## src/rtl/sw_cmd_encoder.sv

```systemverilog
// sw_cmd_encoder: debounces SW_SIZE switch inputs and turns every change of the
// debounced vector into a command word delivered over a valid/ready handshake.
//
// Ports:
//   clk        system clock
//   rst_n      asynchronous active-low reset
//   sw_raw     raw (asynchronous, bouncing) switch levels
//   sw_stable  debounced switch vector
//   cmd        command word (snapshot of sw_stable at a change event), 0 when idle
//   cmd_valid  cmd holds an unconsumed event
//   cmd_ready  consumer accepts cmd this cycle
//   overflow   sticky: an event was lost (cleared only by reset)
//
// Configuration macro: SW_CMD_FIFO_EN
//   defined   -> 4-entry event queue, a push to a full queue drops the new event
//   undefined -> single holding register, newest event overwrites an unconsumed one

module sw_cmd_encoder #(
  parameter int SW_SIZE         = 8,
  parameter int DEBOUNCE_CYCLES = 1000000,
  parameter int CNT_SIZE        = 20
) (
  input  logic               clk,
  input  logic               rst_n,
  input  logic [SW_SIZE-1:0] sw_raw,
  output logic [SW_SIZE-1:0] sw_stable,
  output logic [SW_SIZE-1:0] cmd,
  output logic               cmd_valid,
  input  logic               cmd_ready,
  output logic               overflow
);

  typedef enum logic {ST_STABLE, ST_COUNTING} db_state_t;

  localparam logic [CNT_SIZE-1:0] CNT_LAST = CNT_SIZE'(DEBOUNCE_CYCLES - 1);

  logic [SW_SIZE-1:0]  sync1;
  logic [SW_SIZE-1:0]  sw_sync;
  db_state_t           state [SW_SIZE];
  logic [CNT_SIZE-1:0] cnt   [SW_SIZE];
  logic [SW_SIZE-1:0]  upd;
  logic                ev;
  logic                pop;

  // Two-flop synchronizer per bit.
  always_ff @(posedge clk or negedge rst_n) begin
    if (!rst_n) begin
      sync1   <= '0;
      sw_sync <= '0;
    end else begin
      sync1   <= sw_raw;
      sw_sync <= sync1;
    end
  end

  // Bits whose debounce completes on this edge.
  always_comb begin
    upd = '0;
    for (int unsigned i = 0; i < SW_SIZE; i++) begin
      upd[i] = (state[i] == ST_COUNTING) && (sw_sync[i] != sw_stable[i]) &&
               (cnt[i] == CNT_LAST);
    end
  end

  // Per-bit debounce FSM. Entering COUNTING leaves the counter at 0, so the
  // stable value flips DEBOUNCE_CYCLES edges after the first mismatched sample.
  always_ff @(posedge clk or negedge rst_n) begin
    if (!rst_n) begin
      sw_stable <= '0;
      ev        <= 1'b0;
      for (int unsigned i = 0; i < SW_SIZE; i++) begin
        state[i] <= ST_STABLE;
        cnt[i]   <= '0;
      end
    end else begin
      ev <= |upd;
      for (int unsigned i = 0; i < SW_SIZE; i++) begin
        if (state[i] == ST_STABLE) begin
          if (sw_sync[i] != sw_stable[i]) state[i] <= ST_COUNTING;
        end else if (sw_sync[i] == sw_stable[i]) begin
          state[i] <= ST_STABLE;
          cnt[i]   <= '0;
        end else if (upd[i]) begin
          sw_stable[i] <= sw_sync[i];
          state[i]     <= ST_STABLE;
          cnt[i]       <= '0;
        end else begin
          cnt[i] <= cnt[i] + 1'b1;
        end
      end
    end
  end

  // ev is registered, so the pushed vector is sw_stable as updated one edge earlier.
  assign pop = cmd_valid && cmd_ready;

`ifdef SW_CMD_FIFO_EN
  logic [SW_SIZE-1:0] mem [4];
  logic [1:0]         rd_ptr;
  logic [1:0]         wr_ptr;
  logic [2:0]         count;
  logic               push_ok;

  assign cmd_valid = (count != 3'd0);
  assign cmd       = cmd_valid ? mem[rd_ptr] : '0;
  assign push_ok   = ev && ((count != 3'd4) || pop);

  always_ff @(posedge clk or negedge rst_n) begin
    if (!rst_n) begin
      rd_ptr   <= '0;
      wr_ptr   <= '0;
      count    <= '0;
      overflow <= 1'b0;
      for (int unsigned i = 0; i < 4; i++) mem[i] <= '0;
    end else begin
      if (ev && !push_ok) overflow <= 1'b1;
      if (push_ok) begin
        mem[wr_ptr] <= sw_stable;
        wr_ptr      <= wr_ptr + 1'b1;
      end
      if (pop) rd_ptr <= rd_ptr + 1'b1;
      count <= count + {2'b00, push_ok} - {2'b00, pop};
    end
  end
`else
  always_ff @(posedge clk or negedge rst_n) begin
    if (!rst_n) begin
      cmd       <= '0;
      cmd_valid <= 1'b0;
      overflow  <= 1'b0;
    end else if (ev) begin
      cmd       <= sw_stable;
      cmd_valid <= 1'b1;
      if (cmd_valid && !cmd_ready) overflow <= 1'b1;
    end else if (pop) begin
      cmd       <= '0;
      cmd_valid <= 1'b0;
    end
  end
`endif

endmodule

```

## config.mk

```make
export PLATFORM = sky130hd
export DESIGN_NAME = sw_cmd_encoder
export DESIGN_NICKNAME = d
export VERILOG_FILES = /design/src/rtl/sw_cmd_encoder.sv
export SDC_FILE = /design/constraint.sdc
export NUM_CORES = 1
export LEC_CHECK = 0
export CAP_MARGIN = 30
export CORE_UTILIZATION = 50
export CTS_CLUSTER_DIAMETER = 40
export DETAILED_ROUTE_END_ITERATION = 7
export DONT_BUFFER_PORTS = 1
export GPL_ROUTABILITY_DRIVEN = 0
export SLEW_MARGIN = 20
export SYNTH_ARGS = -nofsm -noshare
export SYNTH_HDL_FRONTEND = slang
export SYNTH_SLANG_ARGS = --single-unit
```

## constraint.sdc

```tcl
create_clock -name clk -period 3.3 [get_ports clk]
set_clock_uncertainty 0.1 [all_clocks]
set_input_delay 0.66 -clock clk [delete_from_list [all_inputs] [get_ports clk]]
set_output_delay 0.66 -clock clk [all_outputs]
set_load 0.01 [all_outputs]
```

==> impl_metrics.ini, run 1 <==
[status]
status = finished with violations
violations_in_the_final_reports = negative hold slack

[placed_design]
dp_hpwl_um = 11600
post-place-cells = 1221
io_buffer_count = 0
placed_instance_area_um2 = 10000
worst_setup_timing_slack_at_the_placement_stage_ns = 0.936

[synth]
synthFlopType = sky130_fd_sc_hd__dfrtp_1
synth_async_sr_flop_share = 1.00
synth.yosys.seq_area_share = 0.515
synth_edf_count = 0
post-synth-top-count-cell = sky130_fd_sc_hd__dfrtp_1
synth.avg_cell_area_um2 = 9.98
netlist_instances = 988
synth.largest_area_cell = sky130_fd_sc_hd__dfrtp_1
synth.cell_area_um2 = 9860
synth.lib_cells_used.distinct = 61
mappedNetlistNets = 1007
synth_seq_cells = 203
synth_top_cell_area_share = 0.515
post_synth_main_area_contributors = sky130_fd_sc_hd__dfrtp_1 52%, sky130_fd_sc_hd__xnor2_1 6.3%, sky130_fd_sc_hd__nor2_1 6.1%
synth_warnings = 0
synth_top_cells_by_count = 203 x sky130_fd_sc_hd__dfrtp_1, 159 x sky130_fd_sc_hd__nor2_1, 98 x sky130_fd_sc_hd__nand2_1, 71 x sky130_fd_sc_hd__xnor2_1, 60 x sky130_fd_sc_hd__xor2_1

[detailed_routing]
drt_pre_antenna_iters = 5
wl_per_cell_um = 14.2
drcViolationCount = 0
wl_um = 18200
number_of_routed_nets_with_antenna_violations = 0
detailroute.via_count = 6816
avgViaCountPerCell = 5.31
initialDrtViolationCount = 335

[clock_network]
cts.sink_count = 203
clock_tree_from_tritoncts = done
clock_tree.buffer_depth = 3
numCtsBuffers = 36
h_tree_level_count = 2
cts_setup_buffers = 0
cts-root-buf = sky130_fd_sc_hd__clkbuf_16
postCtsResizedCells = 0
clkSlewWorstSetupHoldPaths_ns = 0.05
worst_skew_pair.late_latency_ns = 0.50

[global_routing]
vias_in_the_first_global_route = 6556
antenna_found_initial = 0
grtUsageMet1 = 0.272
grt_first_pass_wirelength_um = 31600
gr-total-overflow = 0
global_route.peak_usage_layer = met2
maximum_number_of_pins_on_one_net_before_global_route_repair = 204
grt.met2_usage = 0.292
grt_use_total = 0.192
groute.layer.met3.usage = 0.0404

[pwr]
clockPowerShare = 0.574
cellLeakagePower_nw = 4.91
switching_share = 0.217
switchingPower_mw = 1.43
ir_worst_vdd_mv = 0.477
power_density_nw_per_um2 = 583
power_report.internal_total_mw = 5.15
p_comb_frac = 0.026
seqPwrFrac = 0.401

[sta]
setup_total_negative_slack_ns = 0
setup_ws_ns = 0.974
finalHoldViolations = 203
timing.final.setup_violations = 0
relSlewSlack = 0.436
whs_ns = -0.239
final_min_period_over_clock_period = 0.705
finalCriticalPeriod_ns = 2.33
fmax_mhz = 430
rsz0062_at_grt = false
finalMaxSlewViolations = 0
tightestPinTransition_ns = 0.838

[floorplan]
floorplan.initialDensity = 0.518
die_height_um = 142
row_count = 50
fp.coreArea_um2 = 19000
io_pins = 29
die_width_um = 142
dieArea_um2 = 20300

[job]
max_cap_violations = 0

[critical_path]
setup.worst_path.start_class = flop
required_ns = 3.55
cp_max_fo = 13
cp.arrival_ns = 2.58
critPathCaptureType = flop
critPathKind = reg -> reg

[layout]
sequential_cell_area_um2 = 5080
fin_area_um2 = 11300
area_of_the_multi_input_gates_um2 = 4480
final-instance-count-excl-fill = 1283
num-fill-cells = 1638
diodes = 0
fin_nets = 1018
finalCoreUtilization = 0.592
synth_to_final_area_change_pct = 14.3
post_route_cells_drive_above_1_share = 0.101

[min_path]
hold_class = in -> async
per-stage QoR:
stage | power [mW] | hold slack (ns)
floorplan | 2.81 | 0.231
detailed placement | 2.84 | 0.236
CTS | 6.68 | -0.258
finish | 6.57 | -0.239
global placement | 2.83 | 0.232
global route | 6.82 | -0.262
state kept, by name (all words and copies together), names as in the netlist:
signal,flops
ev,1
sw_stable,8
state,8
cnt,160
sw_sync,8
cmd,8
cmd_valid,1
sync1,8
overflow,1
layout make-up:
class / instances / area share
clock buffer: 41 / 0.0862
clock inverter: 21 / 0.0243
inverter: 33 / 0.0110
multi-input combinational: 724 / 0.398
sequential: 203 / 0.451
tap: 260 / 0.0289
timing repair buffer: 1 / 0.000667
routing by layer:
| metal | up-vias | routed length, µm |
|---|---|---|
| met4 | 0 | 342 |
| li1 | 3434 | - |
| met3 | 29 | 779 |
| met1 | 3266 | 9040 |
| met2 | 87 | 8020 |
| met5 | - | 0 |
cell usage in the layout (no fill, tap or decap), types with 4 or more instances in the layout:
| cell | instances |
|---|---|
| sky130_fd_sc_hd__dfrtp_1 | 203 |
| sky130_fd_sc_hd__nor2_1 | 159 |
| sky130_fd_sc_hd__nand2_1 | 98 |
| sky130_fd_sc_hd__xnor2_1 | 71 |
| sky130_fd_sc_hd__xor2_1 | 60 |
| sky130_fd_sc_hd__nand3_1 | 48 |
| sky130_fd_sc_hd__nand4_1 | 43 |
| sky130_fd_sc_hd__clkbuf_16 | 37 |
| sky130_fd_sc_hd__inv_1 | 33 |
| sky130_fd_sc_hd__o21ai_0 | 33 |
| sky130_fd_sc_hd__and3_1 | 32 |
| sky130_fd_sc_hd__nor3_1 | 24 |
| sky130_fd_sc_hd__nor4_1 | 17 |
| sky130_fd_sc_hd__mux2_2 | 15 |
| sky130_fd_sc_hd__and2_1 | 12 |
| sky130_fd_sc_hd__and4_1 | 11 |
| sky130_fd_sc_hd__nor2_4 | 10 |
| sky130_fd_sc_hd__nor4b_1 | 9 |
| sky130_fd_sc_hd__ha_1 | 8 |
| sky130_fd_sc_hd__a21o_1 | 7 |
| sky130_fd_sc_hd__o22ai_1 | 7 |
| sky130_fd_sc_hd__clkinvlp_4 | 6 |
| sky130_fd_sc_hd__nor2b_1 | 5 |
| sky130_fd_sc_hd__bufinv_16 | 5 |
| sky130_fd_sc_hd__or3_1 | 4 |
| sky130_fd_sc_hd__nor4_2 | 4 |
| sky130_fd_sc_hd__o31ai_1 | 4 |
| sky130_fd_sc_hd__inv_6 | 4 |
power groups by stage:
| stage | Combinational, mW | Sequential (mW) | Clock, mW |
|---|---|---|---|
| final | 0.168 | 2.63 | 3.77 |
| after global routing | 0.194 | 2.64 | 3.99 |
| after CTS | 0.171 | 2.63 | 3.87 |
| after detailed placement | 0.169 | 2.67 | 0 |
| after global placement | 0.165 | 2.67 | 0 |
| after floorplan | 0.161 | 2.65 | 0 |
logic make-up after synthesis:
kind of cell               after synthesis  synth area share
xor gates and xnor gates               131             0.116
muxes                                   16            0.0182
adders and majority gates                8            0.0102
and+or+nand+nor                        495             0.258
AOI/OAI and AO/OA                       74            0.0519
buffers and inverters                   61            0.0298
DFF                                    203             0.515
worst max-delay path, stage by stage, from the launching register on:
cell and delay, ns:
sky130_fd_sc_hd__dfrtp_1 0.40, sky130_fd_sc_hd__ha_1 0.22, sky130_fd_sc_hd__nand3_1 0.11, sky130_fd_sc_hd__or3_1 0.42, sky130_fd_sc_hd__o21ai_2 0.33, sky130_fd_sc_hd__and2_1 0.49
sky130_fd_sc_hd__nor2_1 0.11
path summary, 6_finish.rpt:
| check | startpoint | cells past startpoint | slack (ns) | end |
|---|---|---|---|---|
| setup / recovery | cnt[0]$_DFFE_PN0P_ | 6 | 0.97 | cnt[10]$_DFFE_PN0P_ |
| hold / removal | rst_n | 0 | -0.24 | cnt[68]$_DFFE_PN0P_ |
| setup reg to reg | cnt[0]$_DFFE_PN0P_ | 6 | 0.97 | cnt[10]$_DFFE_PN0P_ |
| hold reg to reg | sync1[3]$_DFF_PN0_ | 0 | 0.24 | sw_sync[3]$_DFF_PN0_ |
| max in group asynchronous | rst_n | 0 | 3.08 | cnt[83]$_DFFE_PN0P_ |
| min in group clk | sw_raw[4] | 0 | 0.09 | sync1[4]$_DFF_PN0_ |
(Power assumes the default switching activity.)
==> run 2, diff against run 1 <==
==> constraint.sdc (replaced) <==
create_clock -name clk -period 2.35 [get_ports clk]
set_clock_uncertainty 0.1 [all_clocks]
set_input_delay 0.47 -clock clk [delete_from_list [all_inputs] [get_ports clk]]
set_output_delay 0.47 -clock clk [all_outputs]
set_load 0.01 [all_outputs]
==> run 2 against run 1 <==
Effect of this change:
- via count up 1.1%
- the run still ends with negative hold slack left
- core utilization up 1.4 points
- setup slack worse by 0.74 ns
- critical endpoint is now sw_stable[3]$_DFFE_PN0P_
- largest power group unchanged
- highest routed layer unchanged
==> impl_metrics.ini, run 2 (synthesis gave the netlist of run 1 again) <==
[status]
status = finished with violations
violations_in_the_final_reports = negative hold slack

[sta]
final_min_period_over_clock_period = 0.902
finalMaxSlewViolations = 0
finalHoldViolations = 203
finalCriticalPeriod_ns = 2.12
tightestPinTransition_ns = 0.648
whs_ns = -0.425
rsz0062_at_grt = false
setup_total_negative_slack_ns = 0
fmax_mhz = 472
relSlewSlack = 0.568
timing.final.setup_violations = 0

[global_routing]
vias_in_the_first_global_route = 6839
maximum_number_of_pins_on_one_net_before_global_route_repair = 204
gr-total-overflow = 0
antenna_found_initial = 0
grt_use_total = 0.196
grt_first_pass_wirelength_um = 32400

[clock_network]
clock_tree_from_tritoncts = done
clock_tree.buffer_depth = 3
cts.sink_count = 203
cts-root-buf = sky130_fd_sc_hd__clkbuf_16
cts_hold_buffers = 8
numCtsBuffers = 36
cts_setup_buffers = 0
h_tree_level_count = 2
clkSlewWorstSetupHoldPaths_ns = 0.05
worst_skew_pair.late_latency_ns = 0.51

[critical_path]
crit_buf_inv = 0
critPathCaptureType = flop
cp.arrival_ns = 2.40
cp_top_family = simple AND/OR/NAND/NOR gates
rr_endpoint = sw_stable[3]$_DFFE_PN0P_
slowest_stage = sky130_fd_sc_hd__nor4_1
critical_path.cell_chain = ha_1, and3_4, nand4_4, nor4_1, mux2_2
setup.worst_path.start_class = flop
required_ns = 2.63
critPathKind = reg -> reg
reg2regPathDepth = 5
cp_max_fo = 4
critical_path.max_stage_delay_ns = 0.56
r2r-start = cnt[80]$_DFFE_PN0P_
ff2ff_setup_slack_ns = 0.23

[layout]
diodes = 0
largest-register = cnt
area_of_the_multi_input_gates_um2 = 4480
layout_common_cells = 203 x sky130_fd_sc_hd__dfrtp_1, 159 x sky130_fd_sc_hd__nor2_1, 98 x sky130_fd_sc_hd__nand2_1, 71 x sky130_fd_sc_hd__xnor2_1, 60 x sky130_fd_sc_hd__xor2_1
synth_to_final_area_change_pct = 16.9
fin_nets = 1048
largest_register_ff_count = 160
fin_area_um2 = 11500
num-fill-cells = 1661
sequential_cell_area_um2 = 5080
post_route_cells_drive_above_1_share = 0.117
layout_commonest_cell = sky130_fd_sc_hd__dfrtp_1

[detailed_routing]
wl_per_cell_um = 14.1
initialDrtViolationCount = 330
avgViaCountPerCell = 5.25
detailroute.via_count = 6894
number_of_routed_nets_with_antenna_violations = 0
drt_pre_antenna_iters = 4
wl_um = 18500
drcViolationCount = 0

[floorplan]
row_count = 50
dieArea_um2 = 20300
die_height_um = 142
floorplan.initialDensity = 0.518
fp.coreArea_um2 = 19000
die_width_um = 142
io_pins = 29

[pwr]
cellLeakagePower_nw = 5.05
power_density_nw_per_um2 = 801
ir_worst_vdd_mv = 0.630

[job]
max_cap_violations = 0

[placed_design]
io_buffer_count = 0
placed_instance_area_um2 = 10200
dp_hpwl_um = 12000

[min_path]
hold_class = in -> async
-- run 2: cell types whose count changed in the layout (fill, tap and decap cells not counted), sizes merged --
cell	before	now
clkinv	5	3
clkinvlp	6	7
clkbuf	41	43
dlygate4sd3	0	8
buf	1	23
-- run 2: worst max-delay path by stage --
stage | startpoint | end | cells past startpoint
after floorplan | cnt[80]$_DFFE_PN0P_ | cnt[91]$_DFFE_PN0P_ | 8
after global placement | cnt[80]$_DFFE_PN0P_ | sw_stable[3]$_DFFE_PN0P_ | 5
after detailed placement | cnt[92]$_DFFE_PN0P_ | sw_stable[3]$_DFFE_PN0P_ | 4
after CTS | cnt[92]$_DFFE_PN0P_ | sw_stable[3]$_DFFE_PN0P_ | 4
after global routing | cnt[80]$_DFFE_PN0P_ | cnt[83]$_DFFE_PN0P_ | 6
final | cnt[80]$_DFFE_PN0P_ | sw_stable[3]$_DFFE_PN0P_ | 5
-- run 2: area by class of cell --
cell class | count | area share
sequential | 203 | 0.441
multi-input combinational | 724 | 0.389
tap | 260 | 0.0282
timing repair buffer | 31 | 0.0241
inverter | 33 | 0.0107
clock inverter | 20 | 0.0233
clock buffer | 43 | 0.0840
-- run 2: report_power, final --
part	internal (mW)	total [mW]	switching (mW)
sequential	3.59	3.69	0.100
clock	3.51	5.26	1.76
combinational	0.132	0.273	0.141
total	7.23	9.23	2.00
-- run 2: timing repair --
| action | 4_1_cts | 5_1_grt |
|---|---|---|
| setup endpoints to repair | 0 | 0 |
| endpoints found under the hold margin | 211 | 203 |
| gates resized for setup | 0 | 0 |
-- run 2: through the flow --
step / power (mW) / utilization / setup WS, ns / std cells
after floorplan: 3.94 / - / 0.320 / 988
after global placement: 4.01 / 0.537 / 0.269 / 1243
after detailed placement: 4.01 / 0.537 / 0.202 / 1243
after CTS: 9.36 / 0.606 / 0.194 / 1314
after global routing: 9.58 / 0.606 / 0.0270 / 1314
final: 9.23 / 0.606 / 0.230 / 1314
-- run 2: layer usage --
layer,track usage,vias to the layer above,part of all wire
met1,0.265,3286,0.48
met4,0.0770,0,0.027
li1,-,3490,-
met2,0.313,76,0.46
met5,0,-,0
met3,0.0380,42,0.033
==> run 3, diff against run 2 <==
--- a/config.mk
+++ b/config.mk
@@ -5,9 +5,11 @@
 export SDC_FILE = /design/constraint.sdc
 export NUM_CORES = 1
 export LEC_CHECK = 0
+export ABC_AREA = 1
 export CAP_MARGIN = 30
 export CORE_UTILIZATION = 50
 export CTS_CLUSTER_DIAMETER = 40
+export CTS_CLUSTER_SIZE = 25
 export DETAILED_ROUTE_END_ITERATION = 7
 export DONT_BUFFER_PORTS = 1
 export GPL_ROUTABILITY_DRIVEN = 0
==> run 3 against run 2 <==
Effect of this change:
- the flow still finishes with violations (negative hold slack)
- critical path depth is 4 higher
- synthesized area grew 13%
- worst hold slack better by 0.0082 ns
- cell area up 9.6%
- largest cell class is now multi-input gates
==> impl_metrics.ini, run 3 <==
[sta]
setup_ws_ns = 0.380
finalCriticalPeriod_ns = 1.97
whs_ns = -0.417
finalHoldViolations = 203
fmax_mhz = 508
timing.final.setup_violations = 0
relSlewSlack = 0.553
final_min_period_over_clock_period = 0.838
rsz0062_at_grt = false
finalMaxSlewViolations = 0
tightestPinTransition_ns = 0.670
setup_total_negative_slack_ns = 0

[clock_network]
worst_skew_pair.late_latency_ns = 0.50
cts_setup_buffers = 0
clock_tree_from_tritoncts = done
clkSlewWorstSetupHoldPaths_ns = 0.05
cts.sink_count = 203
numCtsBuffers = 34
postCtsResizedCells = 0
h_tree_level_count = 2
clock_tree.buffer_depth = 3
cts_hold_buffers = 9
cts-root-buf = sky130_fd_sc_hd__clkbuf_16

[pwr]
power_report.internal_total_mw = 7.06
ir_worst_vdd_mv = 0.753
p_comb_frac = 0.031
cellLeakagePower_nw = 5.86
switching_share = 0.217
switchingPower_mw = 1.96
power_density_nw_per_um2 = 714
clockPowerShare = 0.557
seqPwrFrac = 0.411

[critical_path]
critPathCaptureType = flop
setup.worst_path.start_class = flop
required_ns = 2.61
cp_max_fo = 15
cp.arrival_ns = 2.23
reg2regPathDepth = 9
critPathKind = reg -> reg
critical_path.max_stage_delay_ns = 0.57
slowest_stage = sky130_fd_sc_hd__dfrtp_1
critical_path.cell_chain = inv_1, nor2_1, nand2_1, nor2_2, nand3_2, nand2_2, nand2_2, inv_2, nor2_1

[floorplan]
row_count = 54
io_pins = 29
die_width_um = 151
dieArea_um2 = 22900
fp.coreArea_um2 = 21800
die_height_um = 151
floorplan.initialDensity = 0.511

[layout]
layout_common_cells = 381 x sky130_fd_sc_hd__nand2_1, 288 x sky130_fd_sc_hd__nor2_1, 203 x sky130_fd_sc_hd__dfrtp_1, 185 x sky130_fd_sc_hd__inv_1, 110 x sky130_fd_sc_hd__nand3_1
synth_to_final_area_change_pct = 13.1
area_of_the_multi_input_gates_um2 = 5180
layout_commonest_cell = sky130_fd_sc_hd__nand2_1
sequential_cell_area_um2 = 5080
largest_register_ff_count = 160
post_route_cells_drive_above_1_share = 0.0825
largest-register = cnt
fin_area_um2 = 12600
fin_nets = 1539
diodes = 0
num-fill-cells = 2018
finalCoreUtilization = 0.579

[status]
violations_in_the_final_reports = negative hold slack
status = finished with violations

[detailed_routing]
avgViaCountPerCell = 4.97
drcViolationCount = 0
number_of_routed_nets_with_antenna_violations = 0
drt_pre_antenna_iters = 5
wl_per_cell_um = 12.8
initialDrtViolationCount = 335
detailroute.via_count = 9049
wl_um = 23400

[synth]
synth.largest_area_cell = sky130_fd_sc_hd__dfrtp_1
synth_warnings = 0
synth.avg_cell_area_um2 = 7.50
netlist_instances = 1489
post_synth_main_area_contributors = sky130_fd_sc_hd__dfrtp_1 46%, sky130_fd_sc_hd__nand2_1 13%, sky130_fd_sc_hd__nor2_1 9.7%
synth_top_cells_by_count = 381 x sky130_fd_sc_hd__nand2_1, 288 x sky130_fd_sc_hd__nor2_1, 203 x sky130_fd_sc_hd__dfrtp_1, 185 x sky130_fd_sc_hd__inv_1, 110 x sky130_fd_sc_hd__nand3_1
synth_top_cell_area_share = 0.455
synth.cell_area_um2 = 11200
synthFlopType = sky130_fd_sc_hd__dfrtp_1
synth.yosys.seq_area_share = 0.455
synth_async_sr_flop_share = 1.00
mappedNetlistNets = 1508
synth_seq_cells = 203
post-synth-top-count-cell = sky130_fd_sc_hd__nand2_1
synth.lib_cells_used.distinct = 39
synth_edf_count = 0

[global_routing]
gr-total-overflow = 0
grt_use_total = 0.217
maximum_number_of_pins_on_one_net_before_global_route_repair = 204
vias_in_the_first_global_route = 8602
antenna_found_initial = 0
grt_first_pass_wirelength_um = 40200

[min_path]
hold_class = in -> async

[placed_design]
placed_instance_area_um2 = 11400
io_buffer_count = 0
worst_setup_timing_slack_at_the_placement_stage_ns = 0.395
dp_hpwl_um = 16400

[job]
max_cap_violations = 0
[run 3: path summary, 6_finish.rpt]
check | startpoint | end | slack, ns
max | state[3]$_DFF_PN0_ | cnt[75]$_DFFE_PN0P_ | 0.38
min | rst_n | cnt[86]$_DFFE_PN0P_ | -0.42
max reg2reg | state[3]$_DFF_PN0_ | cnt[75]$_DFFE_PN0P_ | 0.38
min reg2reg | sync1[7]$_DFF_PN0_ | sw_sync[7]$_DFF_PN0_ | 0.24
max in group asynchronous | rst_n | cnt[15]$_DFFE_PN0P_ | 2.30
min in group clk | sync1[7]$_DFF_PN0_ | sw_sync[7]$_DFF_PN0_ | 0.24
[run 3: power by group through the flow]
stage	combinational (mW)	sequential (mW)	clock (mW)
floorplan	0.256	3.73	0
global placement	0.270	3.76	0
detailed placement	0.273	3.77	0
CTS	0.287	3.71	5.14
global route	0.327	3.72	5.28
finish	0.283	3.71	5.02
[run 3: routing by layer]
metal | global-route usage | up-vias | share of wire
met5 | 0 | - | 0
met4 | 0.0635 | 0 | 0.018
met3 | 0.0346 | 45 | 0.041
met2 | 0.350 | 144 | 0.45
met1 | 0.301 | 4144 | 0.50
li1 | - | 4716 | -
[run 3: logic make-up after synthesis]
| group | count (synthesis) | share of synthesized area |
|---|---|---|
| xor gates and xnor gates | 75 | 0.0588 |
| AOI/OAI and AO/OA | 72 | 0.0372 |
| DFF | 203 | 0.455 |
| and+or+nand+nor | 920 | 0.359 |
| adders and majority gates | 8 | 0.00897 |
| buffers and inverters | 211 | 0.0805 |
[run 3: worst max-delay path, delay by kind of cell (launching register included)]
kind / cells / cell delay [ns]
DFF: 1 / 0.57
buffers and inverters: 2 / 0.39
and+or+nand+nor: 7 / 0.77
[run 3: final cells by class]
type | instances | area share
multi-input cells | 1075 | 0.410
well taps | 280 | 0.0277
clock buffers | 38 | 0.0726
repair buffers | 12 | 0.00892
clock inverters | 18 | 0.0194
flip-flops and latches | 203 | 0.402
inverters | 194 | 0.0586
[run 3: per-stage QoR]
step                      hold WS (ns)  std cells  total power, mW
after floorplan                 0.0744       1489             3.99
after global placement          0.0792       1755             4.03
after detailed placement        0.0799       1755             4.04
after CTS                       -0.438       1820             9.14
after global routing            -0.438       1820             9.33
final                           -0.417       1820             9.02
